### config.mk
export PLATFORM = sky130hd
export DESIGN_NAME = mem_arbiter
export DESIGN_NICKNAME = d
export VERILOG_FILES = /design/src/rtl/mem_arbiter.sv
export SDC_FILE = /design/constraint.sdc
export NUM_CORES = 1
export LEC_CHECK = 0
export CORE_ASPECT_RATIO = 1.1
export CORE_MARGIN = 1
export CORE_UTILIZATION = 40
export CTS_CLUSTER_SIZE = 20
export DETAILED_ROUTE_END_ITERATION = 10
export GPL_TIMING_DRIVEN = 0
export HOLD_SLACK_MARGIN = 0.06
export PLACE_DENSITY_LB_ADDON = 0.12
export SYNTH_ARGS = -nofsm -noshare
export SYNTH_HDL_FRONTEND = slang
export SYNTH_SLANG_ARGS = --single-unit
### constraint.sdc
create_clock -name clk -period 2.8 [get_ports clk]
set_input_delay 0.28 -clock clk [delete_from_list [all_inputs] [get_ports clk]]
set_output_delay 0.28 -clock clk [all_outputs]
set_load 0.03 [all_outputs]
### src/rtl/mem_arbiter.sv
// Two-requester (fetch/data) arbiter in front of a fixed-latency memory.
// One transaction in flight; round-robin on ties.
module mem_arbiter #(
    parameter int N   = 32,
    parameter int AW  = 12,
    parameter int LAT = 2
) (
    input  logic          clk,
    input  logic          rst,
    input  logic          f_valid,
    output logic          f_ready,
    input  logic [AW-1:0] f_addr,
    output logic          f_rsp_valid,
    output logic [N-1:0]  f_rdata,
    input  logic          d_valid,
    output logic          d_ready,
    input  logic [AW-1:0] d_addr,
    input  logic          d_we,
    input  logic [N-1:0]  d_wdata,
    input  logic [N-1:0]  d_mask,
    output logic          d_rsp_valid,
    output logic [N-1:0]  d_rdata,
    output logic          mem_en,
    output logic          mem_we,
    output logic [AW-1:0] mem_addr,
    output logic [N-1:0]  mem_wdata,
    output logic [N-1:0]  mem_mask,
    input  logic [N-1:0]  mem_rdata,
    output logic          busy
);
    typedef enum logic [1:0] {IDLE, ISSUE, WAIT, RESP} state_t;

    localparam logic [3:0] LAT_CNT = 4'(LAT);

    state_t        state_reg, state_next;
    logic [3:0]    cnt_reg, cnt_next;
    logic          last_grant_reg;   // 1 = data was granted last
    logic          owner_reg;        // 1 = data owns the transaction
    logic          we_reg;
    logic [AW-1:0] addr_reg;
    logic [N-1:0]  wdata_reg;
    logic [N-1:0]  mask_reg;
    logic [N-1:0]  rdata_reg [2];    // index 0 = fetch, 1 = data
    logic          capture;
    logic          grant_f, grant_d;

    assign grant_f = f_valid && (!d_valid || last_grant_reg);
    assign grant_d = d_valid && (!f_valid || !last_grant_reg);
    assign f_ready = (state_reg == IDLE) && grant_f;
    assign d_ready = (state_reg == IDLE) && grant_d;

    always_comb begin
        state_next = state_reg;
        cnt_next   = cnt_reg;
        capture    = 1'b0;
        case (state_reg)
            IDLE: begin
                if (f_ready || d_ready)
                    state_next = ISSUE;
            end
            ISSUE: begin
                state_next = WAIT;
                cnt_next   = LAT_CNT;
            end
            WAIT: begin
                // Memory data is valid on the final WAIT cycle only.
                if (cnt_reg <= 4'd1) begin
                    capture    = 1'b1;
                    cnt_next   = 4'd0;
                    state_next = RESP;
                end else begin
                    cnt_next = cnt_reg - 4'd1;
                end
            end
            RESP: state_next = IDLE;
            default: state_next = IDLE;
        endcase
    end

    always_ff @(posedge clk) begin
        if (rst) begin
            state_reg      <= IDLE;
            cnt_reg        <= 4'd0;
            last_grant_reg <= 1'b1;
            owner_reg      <= 1'b0;
            we_reg         <= 1'b0;
            addr_reg       <= '0;
            wdata_reg      <= '0;
            mask_reg       <= '0;
        end else begin
            state_reg <= state_next;
            cnt_reg   <= cnt_next;
            if (f_ready || d_ready) begin
                owner_reg      <= d_ready;
                last_grant_reg <= d_ready;
                we_reg         <= d_ready && d_we;
                addr_reg       <= d_ready ? d_addr : f_addr;
                wdata_reg      <= d_ready ? d_wdata : '0;
                mask_reg       <= d_ready ? d_mask : '1;
            end
        end
    end

    generate
        for (genvar gi = 0; gi < 2; gi++) begin : g_rdata
            always_ff @(posedge clk) begin
                if (rst)
                    rdata_reg[gi] <= '0;
                else if (capture && (owner_reg == (gi == 1)))
                    rdata_reg[gi] <= we_reg ? '0 : mem_rdata;
            end
        end
    endgenerate

    assign f_rdata     = rdata_reg[0];
    assign d_rdata     = rdata_reg[1];
    assign f_rsp_valid = (state_reg == RESP) && !owner_reg;
    assign d_rsp_valid = (state_reg == RESP) && owner_reg;
    assign mem_en      = (state_reg == ISSUE);
    assign mem_we      = (state_reg == ISSUE) && we_reg;
    assign mem_addr    = addr_reg;
    assign mem_wdata   = wdata_reg;
    assign mem_mask    = mask_reg;
    assign busy        = (state_reg != IDLE);
endmodule

# --- Word level (Yosys, flattened, before mapping) ---
# Memories as Yosys holds them, arrays and structs flattened.
# Cells that the tools add are included.
word_totals:
  regBits: 85
  latch_bits: 0
  mem_bits_rw: 64
  mem_bits_ro: 0
  inputBits: 125
  out_inout_bits: 147
  word_cells: 61
  n_memories: 1
mem_list:
  columns: ["memory", "depth", "width", "read_ports", "rd_ports_with_merged_regs", "wr", "line", "source"]
  rows:
  - ["rdata_reg", 2, 32, 2, 0, 2, "43", "logic [N-1:0] rdata_reg [2];"]
classes:
  add_sub_neg: 1
  multipliers: 0
  n_div: 0
  magnitude_cmp: 1
  eq_ne: 5
  shift: 0
  mux: 21
  bitwise_logic: 3
  n_reduce_logical: 21
ops:
  columns: ["cell", "n"]
  rows:
  - ["2-to-1 mux 32 bit", 5]
  - ["2-to-1 mux 12 bit", 1]
  - ["logical AND 1 bit", 10]
  - ["2-to-1 mux 1 bit", 10]
  - ["case mux 2 bit (4 select lines)", 1]
  - ["case mux 4 bit (2 select lines)", 1]
  - ["== test 2 bit (second input constant)", 2]
  - ["less-or-equal comparator 4 x 1 -> 1 bit (second input constant)", 1]
  - ["zero test 1 bit", 4]
  - ["2-to-1 mux 2 bit", 2]
  - ["2-to-1 mux 4 bit", 1]
  - ["nonzero test 2 bit", 2]
  - ["subtractor 4 x 1 -> 4 bit (second input constant)", 1]
  - ["logical OR 1 bit", 3]
  - ["== test 2 x 1 -> 1 bit (second input constant)", 1]
  - ["zero test 2 bit", 1]
  - ["!= test 2 x 1 -> 1 bit (second input constant)", 1]
  - ["!= test 2 bit (second input constant)", 1]
  - ["OR 1 bit", 2]
  - ["AND reduction 2 bit", 1]
  - ["inverter 1 bit", 1]

# --- Depth between registers and ports, before layout ---
logic_depth:
  depth_word: 8
  mapped_depth: 9
  depth_no_buf: 7

# --- Worst setup path after synthesis ---
# Ideal clock, no wire load.
synth_path:
  path_kind: "reg-to-reg"
  start: "reg cnt_reg[0]"
  end: "mem rdata_reg[0][0], enable pin"
  setup_time_ps: 375
  t_arrival_ps: 1691
  required_ps: 2425
  path_slack_ps: 734
  stages_incl_launch_ff: 7
  n_path_buf: 0
  synth_period_minus_slack_ps: 2066
  cell_sequence: "dfxtp_1 -> inv_1 -> ha_1 -> nor2_1 -> or3_4 -> nor3_4 -> or2_2"
synth_rtl:
  columns: ["element", "line", "source"]
  rows:
  - ["from (decl)", "36", "logic [3:0] cnt_reg, cnt_next;"]
  - ["from (signal assigned)", "92", "cnt_reg <= cnt_next;"]
  - ["to (decl)", "43", null]

# --- Final worst setup path ---
layout_path:
  start: "reg state_reg[1]"
  end: "out d_ready"
layout_between:
  elab_chain_len: 2
layout_rtl:
  columns: ["element", "line", "source"]
  rows:
  - ["from (decl)", "35", "state_t state_reg, state_next;"]
  - ["from (signal assigned)", "91", "state_reg <= state_next;"]
  - ["zero test 2 bit", "50", "assign d_ready = (state_reg == IDLE) && grant_d;"]
  - ["logical AND 1 bit", "50", null]
  - ["to (decl)", "16", "output logic d_ready,"]
# Every way passes these cells.

==> flow_metrics.py <==
metrics = {
    "global_routing": {
        "busiest_layer": "met2",
        "grt_pass1_wl_mm": 25.4,
        "grt_pass1_vias": 4960,
        "grt_max_degree": 33,
        "antenna_found_initial": 0,
        "gr-usage-met2": 0.405,
        "grt.overflow.total": 0,
        "grt_usage": 0.232,
        "grt_use_met1": 0.246,
        "met3_usage": 0.0857,
    },
    "drt": {
        "via_per_inst": 5.04,
        "wire_per_inst_um": 16.7,
        "ant_nets": 0,
        "drt_iter0_drc": 351,
        "dr.pass1.iters": 4,
        "finalWirelength_mm": 16.4,
        "drc": 0,
        "vias": 4922,
    },
    "timing": {
        "worst_clock_skew_ns": 0.00491,
        "slew_headroom": 0.444,
        "rsz0062_at_grt": "false",
        "setup_tns_ns": 0,
        "min_period_ns": 2.54,
        "setup_viol": 0,
        "fin_ws_ns": 0.258,
        "fmax_mhz": 393,
        "worst_pin_slew_ns": 0.834,
        "finalCritPeriodShare": 0.908,
        "final_max_slew_viol_count": 0,
        "hold_viol": 0,
    },
    "floorplan": {
        "dieHeight_um": 126,
        "die_area_sq_um": 14400,
        "placeableCoreArea_sq_um": 13400,
        "io_pins": 272,
        "start_util": 0.416,
        "rows": 44,
        "die_x_um": 115,
    },
    "setup_path": {
        "rr_worst_depth": 6,
        "crit_arrival_ns": 2.26,
        "timing.rr.start": "cnt_reg[0]$_SDFFE_PP0P_",
        "cp_cell_sequence": "inv_1 -> ha_1 -> nand2_1 -> a21o_1 -> buf_6 -> inv_4 -> buf_2 -> dlygate4sd2_1",
        "worst-path-buf-inv": 5,
        "critical_path_depth": 8,
        "reg2reg_to": "rdata_reg[0][10]$_SDFFCE_PN0P_",
        "critical_path_class": "flip-flop to primary output",
        "crit_slowest_cell": "dlygate4sd2_1",
        "cp.required_ns": 2.52,
        "crit_end": "d_ready",
        "rrSetupSlack_ns": 0.40,
        "cpPeakStageDelay_ns": 0.42,
        "cp_max_fo": 10,
        "cp-start-kind": "flip-flop",
        "crit_family": "buffers and inverters",
        "startpoint": "state_reg[1]$_SDFFE_PP0P_",
        "endpoint_kind": "primary output",
    },
    "placement": {
        "dp_hpwl_mm": 12.2,
        "place_area_sq_um": 8500,
        "place_ws_ns": 0.225,
        "place.gp.congestion": 0.784,
        "port-buffer-count": 270,
    },
    "logic_synthesis": {
        "muxShareOfSynthArea": 0.00180,
        "yosys.area_share.xor_xnor": 0,
        "syn_avg_cell_area_sq_um": 11.3,
        "synth_cells": 491,
        "synth_top_family_by_area": "simple AND/OR/NAND/NOR gates",
        "synthDistinctLibCells": 33,
        "synth-seq-cells": 149,
        "ys_async_sr_fraction": 0,
        "synth_edf_count": 64,
        "synthSimpleGateAreaFrac": 0.170,
        "ys_seq_area_frac": 0.651,
        "yosysWarnings": 0,
        "synth-adder-area-share": 0.0135,
        "ys.flop_type": "dfxtp_1",
        "syn_area_sq_um": 5570,
        "synth_compound_area_frac": 0.122,
        "syn_nets": 622,
    },
    "cells_and_area": {
        "layout.nets": 911,
        "diodes": 0,
        "area_delta_synth_final_pct": 63.6,
        "final_cell_mix": "clkdlybuf4s50_1 (269), nor2_1 (86), dfxtp_1 (85)",
        "drive_above_1_share": 0.0719,
        "layout_commonest_cell": "clkdlybuf4s50_1",
        "fillerInstances": 1042,
        "fin_area_sq_um": 9110,
        "largest_reg_flops": 64,
        "multi_input_area_sq_um": 1710,
        "regArea_sq_um": 3620,
    },
    "clock_tree": {
        "cts_buffers": 17,
        "cts_buffer_depth": 2,
        "cts_num_sinks": 149,
        "worstSkewPairLatency_ns": 0.42,
        "h-tree-depth": 4,
        "cts_root_buf": "clkbuf_16",
        "cts_tree": "done",
        "clk_pin_slew_worst_paths_ns": 0.06,
        "post_cts_buffers": 0,
        "postCtsHoldBufs": 0,
    },
    "run_status": {
        "run_status": "complete, no violations",
    },
    "min_path": {
        "hold_depth": 3,
        "hold_class": "primary input to flip-flop",
    },
    "run": {
        "cap_violations": 0,
    },
    "pwr": {
        "power_density_nw_per_um2": 928,
        "vdd_drop_max_uv": 499,
        "p_leak_nw": 3.66,
    },
}
[cells in the mapped netlist, drive strengths merged, types with 2 or more instances]
cell type,instances,area share
clkbuf,26,0.018
nand4,3,0.0034
o21ai,3,0.0027
nor2,86,0.058
ha,6,0.013
or2,2,0.0022
a21oi,6,0.0054
dfxtp,85,0.31
a22oi,34,0.046
and3,65,0.073
inv,8,0.0058
o22ai,32,0.036
nand2,28,0.019
a311oi,12,0.026
nand2b,3,0.0034
and2,2,0.0022
nor3,4,0.0056
buf,15,0.019
edfxtp,64,0.35
[worst reg2reg max path, stage by stage (launching register included)]
cell,delay [ns]
dfxtp_1,0.34
inv_1,0.09
ha_1,0.18
nor2_1,0.07
or3_4,0.37
nor3_4,0.28
or2_2,0.69
[worst min path at each step]
| stage | slack, ns | startpoint | to |
|---|---|---|---|
| floorplan | 0.44 | d_addr[0] | mem_addr[0]$_SDFFE_PP0P_ |
| global placement | 0.47 | mem_mask[13]$_SDFFE_PP0P_ | mem_mask[13]$_SDFFE_PP0P_ |
| detailed placement | 0.48 | mem_mask[19]$_SDFFE_PP0P_ | mem_mask[19]$_SDFFE_PP0P_ |
| CTS | 0.36 | rst | state_reg[1]$_SDFFE_PP0P_ |
| global route | 0.42 | rst | state_reg[1]$_SDFFE_PP0P_ |
| finish | 0.37 | rst | state_reg[1]$_SDFFE_PP0P_ |
[routing by layer]
metal,wire (um),part of all wire,up-vias
li1,-,-,2359
met1,6130,0.37,2299
met2,8260,0.50,231
met3,1530,0.093,33
met4,454,0.028,0
met5,0,0,-
[cell families after synthesis]
group           count (synthesis)
fa+ha+maj                       6
mux                             1
flops                         149
buf+inv                        49
compound gates                 91
simple gates                  195
[layout make-up]
class | instances | area share
plain buffers | 41 | 0.0223
clock buffers | 28 | 0.0639
clock inverters | 4 | 0.00288
inverters | 8 | 0.00357
multi-input cells | 293 | 0.188
flip-flops and latches | 149 | 0.398
well taps | 184 | 0.0253
repair buffers | 270 | 0.297
[what timing repair did]
action,CTS,global route
endpoints found under the hold margin,0,0
setup endpoints to repair,1,0
gates resized for setup,1,0
[metrics by stage]
stage / hold WS (ns) / util / std cells / total power [mW]
4_1_cts: 0.362 / 0.681 / 977 / 8.50
5_1_grt: 0.424 / 0.681 / 977 / 8.85
3_5_place_dp: 0.484 / 0.636 / 945 / 6.24
2_1_floorplan: 0.439 / - / 491 / 4.89
3_3_place_gp: 0.474 / 0.636 / 945 / 6.15
6_report: 0.373 / 0.681 / 977 / 8.45
[power breakdown]
part	internal, mW	switching, mW	total (mW)
registers	2.71	0.204	2.91
logic	1.31	1.96	3.28
clock network	1.42	0.850	2.27
No activity file was read; power rests on OpenSTA's default activity.
